## config.mk

```make
export PLATFORM = sky130hd
export DESIGN_NAME = microinstr_pipe
export DESIGN_NICKNAME = d
export VERILOG_FILES = /design/src/rtl/microinstr_pipe.sv
export SDC_FILE = /design/constraint.sdc
export NUM_CORES = 1
export LEC_CHECK = 0
export CORE_ASPECT_RATIO = 2
export CORE_MARGIN = 5
export CORE_UTILIZATION = 46
export CTS_BUF_LIST = sky130_fd_sc_hd__clkbuf_4 sky130_fd_sc_hd__clkbuf_8
export CTS_CLUSTER_SIZE = 10
export DETAILED_ROUTE_END_ITERATION = 7
export PLACE_DENSITY = 0.94
export SYNTH_ARGS = -nofsm -noshare
export SYNTH_HDL_FRONTEND = slang
export SYNTH_SLANG_ARGS = --single-unit
```

## constraint.sdc

```tcl
create_clock -name clock -period 3.8 [get_ports clock]
set_input_delay 0.76 -clock clock [delete_from_list [all_inputs] [get_ports clock]]
set_output_delay 0.76 -clock clock [all_outputs]
set_load 0.05 [all_outputs]
```

## src/rtl/microinstr_pipe.sv

```systemverilog
// Microinstruction decode pipeline: DEPTH register stages carrying a ROM word and its data
// address, with per-stage valid, stall/flush control, busy flag and saturating retire counter.
module microinstr_pipe #(
    parameter int ALU_W  = 4,
    parameter int SH_W   = 2,
    parameter int M_W    = 2,
    parameter int B_W    = 6,
    parameter int C_W    = 6,
    parameter int T_W    = 7,
    parameter int A_W    = 5,
    parameter int ADDR_W = 11,
    parameter int DEPTH  = 1,
    parameter int CNT_W  = 16,
    localparam int MI_W  = ALU_W + SH_W + 1 + M_W + B_W + C_W + T_W + A_W
) (
    input  logic              clock,
    input  logic              reset_n,
    input  logic [MI_W-1:0]   micro_instr_ROM,
    input  logic              valid_in,
    input  logic [ADDR_W-1:0] data_address_in,
    input  logic              stall,
    input  logic              flush,
    output logic [ALU_W-1:0]  alu,
    output logic [SH_W-1:0]   shifter,
    output logic              KMx,
    output logic [M_W-1:0]    M,
    output logic [B_W-1:0]    B,
    output logic [C_W-1:0]    C,
    output logic [T_W-1:0]    T,
    output logic [A_W-1:0]    A,
    output logic [ADDR_W-1:0] data_address_out,
    output logic              valid_out,
    output logic              busy,
    output logic [CNT_W-1:0]  retired_count
);

    localparam int T_LSB   = A_W;
    localparam int C_LSB   = T_LSB + T_W;
    localparam int B_LSB   = C_LSB + C_W;
    localparam int M_LSB   = B_LSB + B_W;
    localparam int K_BIT   = M_LSB + M_W;
    localparam int SH_LSB  = K_BIT + 1;
    localparam int ALU_LSB = SH_LSB + SH_W;

    generate
        if (DEPTH < 1 || DEPTH > 4) begin : g_bad_depth
            $error("microinstr_pipe: DEPTH must be in 1..4");
        end
    endgenerate

    logic [DEPTH-1:0]  v_r;
    logic [MI_W-1:0]   instr_r [DEPTH];
    logic [ADDR_W-1:0] addr_r  [DEPTH];
    logic [CNT_W-1:0]  count_r;
    logic              retire_s;

    // Stage registers: flush zeroes everything, stall holds, otherwise shift by one stage.
    always_ff @(posedge clock or negedge reset_n) begin
        if (!reset_n) begin
            v_r <= {DEPTH{1'b0}};
            for (int i = 0; i < DEPTH; i++) begin
                instr_r[i] <= {MI_W{1'b0}};
                addr_r[i]  <= {ADDR_W{1'b0}};
            end
        end else if (flush) begin
            v_r <= {DEPTH{1'b0}};
            for (int i = 0; i < DEPTH; i++) begin
                instr_r[i] <= {MI_W{1'b0}};
                addr_r[i]  <= {ADDR_W{1'b0}};
            end
        end else if (!stall) begin
            // Invalid slots are stored as all-zero so downstream sees NOP fields.
            v_r[0]     <= valid_in;
            instr_r[0] <= valid_in ? micro_instr_ROM : {MI_W{1'b0}};
            addr_r[0]  <= valid_in ? data_address_in : {ADDR_W{1'b0}};
            for (int i = 1; i < DEPTH; i++) begin
                v_r[i]     <= v_r[i-1];
                instr_r[i] <= instr_r[i-1];
                addr_r[i]  <= addr_r[i-1];
            end
        end
    end

    // An instruction retires when it sits in the final stage on a non-stalled edge.
    always_comb begin
        retire_s = v_r[DEPTH-1] & ~stall;
    end

    // Saturating retired-instruction counter.
    always_ff @(posedge clock or negedge reset_n) begin
        if (!reset_n) begin
            count_r <= {CNT_W{1'b0}};
        end else if (retire_s && (count_r != {CNT_W{1'b1}})) begin
            count_r <= count_r + {{(CNT_W-1){1'b0}}, 1'b1};
        end
    end

    assign alu              = instr_r[DEPTH-1][ALU_LSB +: ALU_W];
    assign shifter          = instr_r[DEPTH-1][SH_LSB +: SH_W];
    assign KMx              = instr_r[DEPTH-1][K_BIT];
    assign M                = instr_r[DEPTH-1][M_LSB +: M_W];
    assign B                = instr_r[DEPTH-1][B_LSB +: B_W];
    assign C                = instr_r[DEPTH-1][C_LSB +: C_W];
    assign T                = instr_r[DEPTH-1][T_LSB +: T_W];
    assign A                = instr_r[DEPTH-1][A_W-1:0];
    assign data_address_out = addr_r[DEPTH-1];
    assign valid_out        = v_r[DEPTH-1];
    assign busy             = |v_r;
    assign retired_count    = count_r;

endmodule

```

==> Word-level counts from Yosys, hierarchy flattened <==
Index checks and enable logic that the tools add are counted.
{ "op_classes": {"addsub": 1, "eq_ne": 2, "mux": 8, "bitwise_logic": 2, "reduce_logical": 1} }
{ "op_table": {"columns": ["op", "n"], "rows": [
  ["$mux 33", 3],
  ["$mux 11", 3],
  ["$add 16x1->16 const B", 1],
  ["$ne 16x16->1 const B", 1],
  ["$mux 1", 2],
  ["$ne 2x1->1 const B", 1],
  ["$and 1x1->1", 1],
  ["$logic_and 1x1->1", 1],
  ["$not 1->1", 1]
]} }
{ "totals": {"ff_bits": 61, "input_bits": 49, "output_inout_bits": 62, "elab_cells": 18} }

==> Logic depth before layout (Yosys ltp) <==
Gate-level depths: netlist of the first run.
{ "logic_depth": {"word_depth": 3, "depth_mapped": 5, "depth_no_buf": 5} }

==> Worst setup path before layout of the first run <==
No wires, ideal clock.
{ "synth_path": {"path_type": "register -> register", "startpoint": "register count_r[0], in the netlist retired_count[0]", "endpoint": "register count_r[14], in the netlist retired_count[14]", "setup_time_ns": 0.125, "t_arrival_ns": 1.838, "required_time_ns": 3.675, "slack_ns": 1.837, "stages_incl_launch_ff": 6, "path_buffers": 0, "synth_period_minus_slack_ns": 1.963, "cell_sequence": "dfrtp_1 -> ha_1 -> and4_4 -> and3b_4 -> nand4_2 -> mux2_4"} }
{ "synth_via": {"elab_chain_len": 2, "word_cells_on_any_way": 3, "cone_classes": "add/sub (1); eq/ne (1); reduce/logical (1)"} }
{ "synth_rtl": {"columns": ["item", "line", "source"], "rows": [
  ["start, declared", "54", "logic [CNT_W-1:0] count_r;"],
  ["start signal, assigned", "92", "count_r <= {CNT_W{1'b0}};"],
  ["start signal, assigned", "94", "count_r <= count_r + {{(CNT_W-1){1'b0}}, 1'b1};"],
  ["branches (longest 2 deep; another with $add 16x1->16)", null, null]
]} }
Several ways; the timed one is not identified.
A chain may end at the register's enable or synchronous reset.

==> Worst setup path in the final report of the first run <==
{ "layout_path": {"startpoint": "register count_r[12], in the netlist retired_count[12]", "endpoint": "output retired_count[12]"} }
{ "layout_lines": {"columns": ["item", "line", "source"], "rows": [
  ["end, declared", "34", "output logic [CNT_W-1:0] retired_count"]
]} }
No word-level cell between the ends.

==> summary.md, run 1 <==
| Metric | Value |
|---|---|
| CTS tree | yes |
| Worst path max stage delay | 0.85 ns |
| Crit path buf inv count | 1 |
| Avg Synthesized Cell Area | 14.1 sq um |
| Critical path arrival | 1.66 ns |
| RSZ-0062 raised after global routing | false |
| Initial Utilization | 0.472 |
| Drc violations | 0 |
| Comb pwr share | 0.225 |
| Endpoints failing hold | 0 |
| Gp weighted congestion | 0.763 |
| Initial DRT Pass Iterations | 4 |
| I/O pins | 111 |
| EDFF count, synth | 0 |
| Max Freq | 414 MHz |
| Seq cells post-synth | 61 |
| Layout Skew | 0.00708 ns |
| Crit path max-delay cell type | clkdlybuf4s50_1 |
| Clk pwr share | 0.312 |
| Dpl ws | 1.26 ns |
| Primary FF master, synth | dfrtp_1 |
| CTS resizes | 0 |
| Critical Path RT | 3.04 ns |
| Leakage | 0.00165 uW |
| Area of the core | 5090 sq um |
| Area contributors post-synth | dfrtp_1 (64%), a22o_1 (16%), xnor2_1 (3.3%) |
| Synth async-reset ratio | 1.00 |
| Vias in the first global route | 2035 |
| Setup slack after layout | 1.38 ns |
| DP HPWL | 4650 microns |
| Max_cap viols | 0 |
| Layout area overhead | 54.8% |
| Num CTS Buffers | 9 |
| Hold_buf cts | 0 |
| Cell Chain, Critical Path | clkdlybuf4s50_1 |
| Buffers on Ports | 110 |
| Seq/Total Area, Yosys | 0.635 |
| CP Capture Type | output pin |
| Grt ovf | 0 |
| Initial antenna violation count | 0 |
| Least-Margin Pin Slew | 0.976 ns |
| Tcrit/Tclk final | 0.636 |
| Synthesized Nets | 220 |
| Worst Path Class, Setup | reg2out |
| Via Count | 1877 |
| Post-synth top cells | dfrtp_1 (61), a22o_1 (44), xnor2_1 (9) |
| First-pass GRT wire length | 10200 microns |
| Die width | 61.1 microns |
| Flop pwr share | 0.462 |
| Synth warn | 0 |
| Final hold slack | 0.476 ns |
| Detail Route Antenna Nets | 0 |
| Power per cell area | 426 nW/um^2 |
| Net Sw Power | 517 uW |
| Routed wire length | 6330 microns |
| CTS Buffer Depth | 2 |
| Clock Sinks | 61 |
| Count leader, synth | dfrtp_1 |
| Setup_tns | 0 ns |
| Layout cells sized above 1 | 0.105 |
| Vias/cell | 5.44 |
| Post-layout util | 0.731 |
| Routed length per instance | 18.4 microns |
| Die area | 6860 sq um |
| Fillers | 362 |
| Initial DRC Count | 85 |
| Post-Synthesis Cell Area | 2400 sq um |
| # rows | 37 |
| Tot GR Track Use | 0.199 |
| Setup Viol. Count Final | 0 |
| Pint | 1070 uW |
| Sw frac | 0.326 |
| Worst min-delay path class | in2async |
| Minimum clock period | 2.42 ns |
| Yosys top cell by area | dfrtp_1 |
| Worst setup SP type | flip-flop |
| Die Ht | 112 microns |
| Largest delay share family, worst path | buffers and inverters |
| VDD IR max | 0.318 mV |
| Final Max Slew Viols | 0 |
| Reg clk slew, reported paths | 0.07 ns |
| Outcome | complete, no violations |
| Fin nets | 332 |
| Clock Latency Late Sink | 0.33 ns |
| Post-synth top area share | 0.635 |
| Pin count of the biggest net entering global routing | 46 |
| # Post-CTS Setup Buffers | 0 |
| # diodes | 0 |
| Relative slew slack | 0.348 |
| Top fanout value on the critical path | 6 |
| H-tree Lvls | 3 |
| Yosys cell types | 37 |
| Syn Inst Count | 170 |
| Root Buffer | clkbuf_8 |
[through the flow]
stage | std cells | total power, uW | instance area (sq um)
floorplan | 170 | 935 | 2400
global placement | 329 | 1100 | 3550
detailed placement | 329 | 1110 | 3550
CTS | 345 | 1600 | 3720
global route | 345 | 1650 | 3720
finish | 345 | 1590 | 3720
[registers in the layout, summed over array words and instances (netlist names)]
register / count
retired_count: 16
busy: 1
data_address_out: 11
instr_r: 33
[cells by family after synthesis]
group           count (synthesis)  synth area share
flops                          61             0.635
compound gates                 51             0.187
simple gates                   30            0.0916
buf+inv                        13            0.0255
xor+xnor                       11            0.0401
mux                             3            0.0151
fa+ha+maj                       1           0.00520
[path summary, 6_finish.rpt]
kind,start,endpoint,slack [ns],cells past startpoint
min,reset_n,retired_count[15],0.48,1
max,retired_count[12],retired_count[12],1.38,1
min reg2reg,data_address_out[3],data_address_out[3],0.51,1
max reg2reg,retired_count[0],retired_count[14],2.09,5
max in group asynchronous,reset_n,instr_r[30],2.50,2
min in group clock,data_address_out[3],data_address_out[3],0.51,1
[metal layers]
metal / up-vias / global-route usage / part of all wire
met5: - / 0 / 0
met4: 0 / 0.111 / 0.038
met3: 19 / 0.0460 / 0.066
met2: 89 / 0.318 / 0.52
met1: 901 / 0.237 / 0.38
li1: 868 / - / -
[layout by cell type (no fill, tap or decap), types with 2 or more instances in the layout]
cell type,instances
clkdlybuf4s50_1,109
clkbuf_8,9
nand4_2,2
nand4_1,4
a22o_1,44
clkinv_2,2
dfrtp_1,61
xnor2_1,9
and4_4,2
and3_1,2
buf_4,2
clkinvlp_4,3
nand3_1,3
xor2_1,2
nand2_1,4
inv_1,2
a21oi_1,3
nand2b_1,2
[power by group through the flow]
stage / clock network, uW / logic, uW / registers (uW)
2_1_floorplan: 0 / 57.9 / 877
3_3_place_gp: 0 / 354 / 744
3_5_place_dp: 0 / 362 / 745
4_1_cts: 508 / 362 / 733
5_1_grt: 539 / 375 / 740
6_report: 495 / 357 / 733
[layout make-up]
cell class              instances  area (sq um)  share of cell area
flip-flops and latches         61          1530               0.410
inverters                       2          7.51             0.00202
repair buffers                112          1110               0.299
clock buffers                   9           124              0.0333
multi-input cells              96           830               0.223
clock inverters                 7          50.0              0.0134
well taps                      58          72.6              0.0195
Power figures use the tool's default switching activity.
==> inputs of run 2 (changes only) <==
--- a/config.mk
+++ b/config.mk
@@ -7,11 +7,11 @@
 export LEC_CHECK = 0
 export CORE_ASPECT_RATIO = 2
 export CORE_MARGIN = 5
-export CORE_UTILIZATION = 46
+export CORE_UTILIZATION = 38
 export CTS_BUF_LIST = sky130_fd_sc_hd__clkbuf_4 sky130_fd_sc_hd__clkbuf_8
 export CTS_CLUSTER_SIZE = 10
 export DETAILED_ROUTE_END_ITERATION = 7
-export PLACE_DENSITY = 0.94
+export PLACE_DENSITY = 0.84
 export SYNTH_ARGS = -nofsm -noshare
 export SYNTH_HDL_FRONTEND = slang
 export SYNTH_SLANG_ARGS = --single-unit
==> constraint.sdc (replaced) <==
create_clock -name clock -period 2.15 [get_ports clock]
set_input_delay 0.43 -clock clock [delete_from_list [all_inputs] [get_ports clock]]
set_output_delay 0.43 -clock clock [all_outputs]
set_load 0.05 [all_outputs]
==> run 2 against run 1 <==
Against the previous run:
- sequential share of layout area fell by 0.80 points
- hold slack lost 0.39 ns
- combinational power rose by 79%
- flip-flop and latch count unchanged
- largest cell class unchanged
- largest power group unchanged
- critical endpoint is now retired_count[0]
- highest routed layer unchanged
- utilization down 12 points
==> summary.md, run 2 (synthesis results as in run 1) <==
| Metric | Value |
|---|---|
| Outcome | complete, no violations |
| Max Freq | 483 MHz |
| Worst Path Class, Setup | reg2out |
| Most frequent cells in the layout | clkdlybuf4s50_1 (108), dfrtp_1 (61), a22o_1 (44) |
| Leakage | 0.00170 uW |
| Dpl ws | -0.0397 ns |
| Die area | 8110 sq um |
| Post-Place Cells | 357 |
| Setup Viol. Count Final | 0 |
| Met1 wire length | 2200 microns |
| Placed Area | 3610 sq um |
| Layout cells sized above 1 | 0.101 |
| VDD IR max | 0.390 mV |
| Metal3 WL | 389 microns |
| H-tree Lvls | 3 |
| Critical path depth in cells | 1 |
| Die width | 66.2 microns |
| Routed length per instance | 16.8 microns |
| Buffers on Ports | 110 |
| CP Capture Type | output pin |
| Vias/cell | 5.01 |
| Max reg flops | 33 |
| Die Ht | 122 microns |
| Relative slew slack | 0.354 |
| Layout Cells excl Fill | 372 |
| RSZ-0062 raised after global routing | false |
| Commonest non-fill, non-tap cell in the layout | clkdlybuf4s50_1 |
| Clock Latency Late Sink | 0.34 ns |
| Worst path max stage delay | 0.86 ns |
| Vias in the first global route | 2037 |
| CTS Buffer Depth | 2 |
| Layout Skew | 0.00709 ns |
| Final Max Slew Viols | 0 |
| Root Buffer | clkbuf_8 |
| Area of the core | 6260 sq um |
| Initial DRT Pass Iterations | 4 |
| Routed wire length | 6250 microns |
| # diodes | 0 |
| First-pass GRT wire length | 9830 microns |
| Highest routed layer | met4 |
| Setup slack after layout | 0.0812 ns |
| Final Instance Area | 3790 sq um |
| Tcrit/Tclk final | 0.962 |
| R2R cell count | 5 |
| Drc violations | 0 |
| Critical path arrival | 1.64 ns |
| Largest register by flop count | instr_r |
| Critical Path RT | 1.72 ns |
| Met2 wire len | 3510 microns |
| Minimum clock period | 2.07 ns |
| Endpoints failing hold | 0 |
| Least-Margin Pin Slew | 0.967 ns |
| Clock Sinks | 61 |
| Tot GR Track Use | 0.163 |
| CTS tree | yes |
| Initial antenna violation count | 0 |
| Initial Utilization | 0.384 |
| Cell Chain, Critical Path | clkdlybuf4s50_1 |
| # Post-CTS Setup Buffers | 0 |
| Pin count of the biggest net entering global routing | 62 |
| Detail Route Antenna Nets | 0 |
| Num CTS Buffers | 9 |
| Gp weighted congestion | 0.785 |
| Grt ovf | 0 |
| Worst setup SP type | flip-flop |
| Fin nets | 332 |
| Crit path max-delay cell type | clkdlybuf4s50_1 |
| Power per cell area | 757 nW/um^2 |
| Crit path buf inv count | 1 |
| Reg clk slew, reported paths | 0.06 ns |
| Max_cap viols | 0 |
| # rows | 41 |
| Via Count | 1864 |
| Layout area overhead | 57.9% |
| Worst min-delay path class | in2async |
| Largest delay share family, worst path | buffers and inverters |
| DP HPWL | 4480 microns |
| Top fanout value on the critical path | 5 |
| I/O pins | 111 |
| Initial DRC Count | 92 |
## run 2: cell types whose count changed in the layout (fill, tap and decap cells not counted)
cell and delta:
clkinv_2 -1, buf_4 -2, clkbuf_8 +3, clkdlybuf4s50_1 -1
clkinvlp_4 -3, buf_12 +2, inv_6 -1, clkinv_4 -1
dlymetal6s2s_1 +1, clkbuf_4 +2
## run 2: area by class of cell
class | count | area, sq um
Tap cell | 86 | 108
Clock inverter | 1 | 5.00
Inverter | 2 | 7.51
Multi-Input combinational cell | 96 | 830
Clock buffer | 14 | 180
Timing Repair Buffer | 112 | 1140
Fill cell | 519 | 2460
Sequential cell | 61 | 1530
## run 2: per-stage QoR
step | TNS [ns] | power, uW | hold slack [ns] | utilization
floorplan | 0 | 1650 | 0.134 | -
global placement | 0 | 1950 | 0.456 | 0.576
detailed placement | -1.05 | 1960 | 0.463 | 0.576
CTS | 0 | 2910 | 0.0896 | 0.606
global route | 0 | 2980 | 0.101 | 0.606
finish | 0 | 2870 | 0.0868 | 0.606
## run 2: worst paths after layout
check,from,end,slack [ns]
min reg2reg,instr_r[30],instr_r[30],0.50
max in group asynchronous,reset_n,retired_count[1],1.79
min,reset_n,instr_r[2],0.09
max,retired_count[0],retired_count[0],0.08
max reg2reg,retired_count[0],retired_count[14],0.44
min in group clock,instr_r[30],instr_r[30],0.50
## run 2: power by group
part | switching [uW] | leakage, uW | internal (uW) | total (uW)
combinational | 382 | 0.000771 | 256 | 639
sequential | 78.8 | 0.000826 | 1220 | 1300
clock | 407 | 0.0000994 | 531 | 938
## run 2: repair_timing
item                                   CTS  global route
hold buffers                             0             0
setup endpoints to repair                0             1
resized for setup                        0             1
endpoints found under the hold margin    0             0
## run 2: worst register-to-register path, stage by stage (launching register included)
cell	delay, ns
dfrtp_1	0.44
ha_1	0.23
and4_4	0.29
and3b_4	0.23
nand4_2	0.11
mux2_4	0.31
## run 2: routing by layer
layer	track usage	vias up
met5	0	-
met4	0.0903	0
met3	0.0540	12
met2	0.279	78
met1	0.172	907
li1	-	867
==> inputs of run 3 (changes only) <==
--- a/config.mk
+++ b/config.mk
@@ -5,13 +5,17 @@
 export SDC_FILE = /design/constraint.sdc
 export NUM_CORES = 1
 export LEC_CHECK = 0
+export CAP_MARGIN = 40
+export CELL_PAD_IN_SITES_DETAIL_PLACEMENT = 1
+export CELL_PAD_IN_SITES_GLOBAL_PLACEMENT = 1
 export CORE_ASPECT_RATIO = 2
 export CORE_MARGIN = 5
-export CORE_UTILIZATION = 38
+export CORE_UTILIZATION = 30
 export CTS_BUF_LIST = sky130_fd_sc_hd__clkbuf_4 sky130_fd_sc_hd__clkbuf_8
 export CTS_CLUSTER_SIZE = 10
 export DETAILED_ROUTE_END_ITERATION = 7
-export PLACE_DENSITY = 0.84
+export PLACE_DENSITY = 0.85
+export SLEW_MARGIN = 20
 export SYNTH_ARGS = -nofsm -noshare
 export SYNTH_HDL_FRONTEND = slang
 export SYNTH_SLANG_ARGS = --single-unit
==> run 3 against run 2 <==
Against the previous run:
- design area is 2.6% higher
- global-route usage down 1.6 points
- clock power grew 39%
- register-to-register slack got worse by 0.02 ns
- critical path depth unchanged
- power up 13%
- cell count rose by 4.3%
- critical endpoint is now retired_count[12]
==> summary.md, run 3 (synthesis results as in run 1) <==
| Metric | Value |
|---|---|
| Commonest non-fill, non-tap cell in the layout | clkdlybuf4s50_1 |
| Num CTS Buffers | 9 |
| R2R Setup Slk | 0.42 ns |
| Worst setup SP type | flip-flop |
| Layout cells sized above 1 | 0.120 |
| Initial antenna violation count | 0 |
| Fin nets | 337 |
| Power per cell area | 833 nW/um^2 |
| Cell Chain, Critical Path | clkdlybuf4s50_1 |
| Worst Path Class, Setup | reg2out |
| Area of the core | 7890 sq um |
| Buffers on Ports | 110 |
| Max reg flops | 33 |
| Tcrit/Tclk final | 0.962 |
| Endpoints failing hold | 0 |
| Post-layout util | 0.494 |
| Routed wire length | 7040 microns |
| VDD IR max | 0.523 mV |
| CP Capture Type | output pin |
| Routed length per instance | 18.1 microns |
| Relative slew slack | 0.623 |
| CTS Buffer Depth | 2 |
| First-pass GRT wire length | 11000 microns |
| Worst min-delay path class | in2async |
| Post-Place Cells | 372 |
| Initial DRC Count | 110 |
| Die Ht | 137 microns |
| Crit path buf inv count | 1 |
| H-tree Lvls | 3 |
| Max Freq | 484 MHz |
| DP HPWL | 5320 microns |
| Largest delay share family, worst path | buffers and inverters |
| Largest register by flop count | instr_r |
| Leakage | 0.00173 uW |
| Setup slack after layout | 0.0824 ns |
| Die width | 73.3 microns |
| Final Max Slew Viols | 0 |
| # Post-CTS Setup Buffers | 0 |
| Layout Cells excl Fill | 388 |
| Layout area overhead | 62.1% |
| Grt ovf | 0 |
| Top fanout value on the critical path | 6 |
| Critical path arrival | 1.64 ns |
| Outcome | complete, no violations |
| Pin count of the biggest net entering global routing | 26 |
| Reg clk slew, reported paths | 0.06 ns |
| Vias in the first global route | 2128 |
| Most frequent cells in the layout | clkdlybuf4s50_1 (109), dfrtp_1 (61), a22o_1 (44) |
| Layout Skew | 0.00653 ns |
| # rows | 46 |
| R2R cell count | 5 |
| Dpl ws | 0.193 ns |
| Initial DRT Pass Iterations | 4 |
| Critical path depth in cells | 1 |
| Critical Path RT | 1.72 ns |
| Root Buffer | clkbuf_8 |
| # diodes | 0 |
| CTS tree | yes |
| Worst path max stage delay | 0.85 ns |
| Clock Sinks | 61 |
| Tot GR Track Use | 0.147 |
| I/O pins | 111 |
| CTS resizes | 0 |
| Detail Route Antenna Nets | 0 |
| Hold_buf cts | 0 |
| Minimum clock period | 2.07 ns |
| Crit path max-delay cell type | clkdlybuf4s50_1 |
| Setup Viol. Count Final | 0 |
| Clock Latency Late Sink | 0.34 ns |
| RSZ-0062 raised after global routing | false |
| Vias/cell | 4.92 |
| Via Count | 1908 |
| Drc violations | 0 |
| Die area | 10000 sq um |
| Max_cap viols | 0 |
| Least-Margin Pin Slew | 0.564 ns |
| Setup_tns | 0 ns |
| Gp weighted congestion | 0.763 |
| Initial Utilization | 0.305 |
| Total Power | 3240 uW |
[run 3: cell types whose count changed in the layout (fill, tap and decap cells not counted)]
cell / delta
buf_4: +7
bufinv_16: +3
buf_12: -2
clkbuf_4: -1
clkdlybuf4s50_1: +1
clkinv_2: -1
dlymetal6s2s_1: -1
[run 3: through the flow]
step           hold slack [ns]  instance area, sq um
6_report                0.0602                  3890
5_1_grt                 0.0827                  3890
4_1_cts                 0.0609                  3890
3_5_place_dp             0.442                  3630
3_3_place_gp             0.426                  3630
2_1_floorplan            0.134                  2400
[run 3: per-layer routing]
layer  up-vias  share of wire  track usage
li1        873              -            -
met1       946           0.35        0.151
met2        73           0.55        0.254
met3        16          0.064       0.0500
met4         0          0.033       0.0796
met5         -              0            0
[run 3: layout make-up]
cell class              instances  area (sq um)
clock buffers                  13           173
multi-input cells              96           830
fillers                       817          3990
clock inverters                 3          90.1
inverters                       2          7.51
flip-flops and latches         61          1530
repair buffers                117          1150
well taps                      96           120
[run 3: worst paths after layout]
| path | start | endpoint |
|---|---|---|
| min reg2reg | instr_r[13] | instr_r[13] |
| max | retired_count[12] | retired_count[12] |
| max in group asynchronous | reset_n | retired_count[8] |
| min | reset_n | instr_r[29] |
| min in group clock | instr_r[13] | instr_r[13] |
| max reg2reg | retired_count[0] | retired_count[14] |
[run 3: power by group]
part           switching [uW]  total (uW)  internal (uW)
clock                     425        1300            879
sequential               80.8        1300           1220
combinational             385         642            257
total                     891        3240           2350
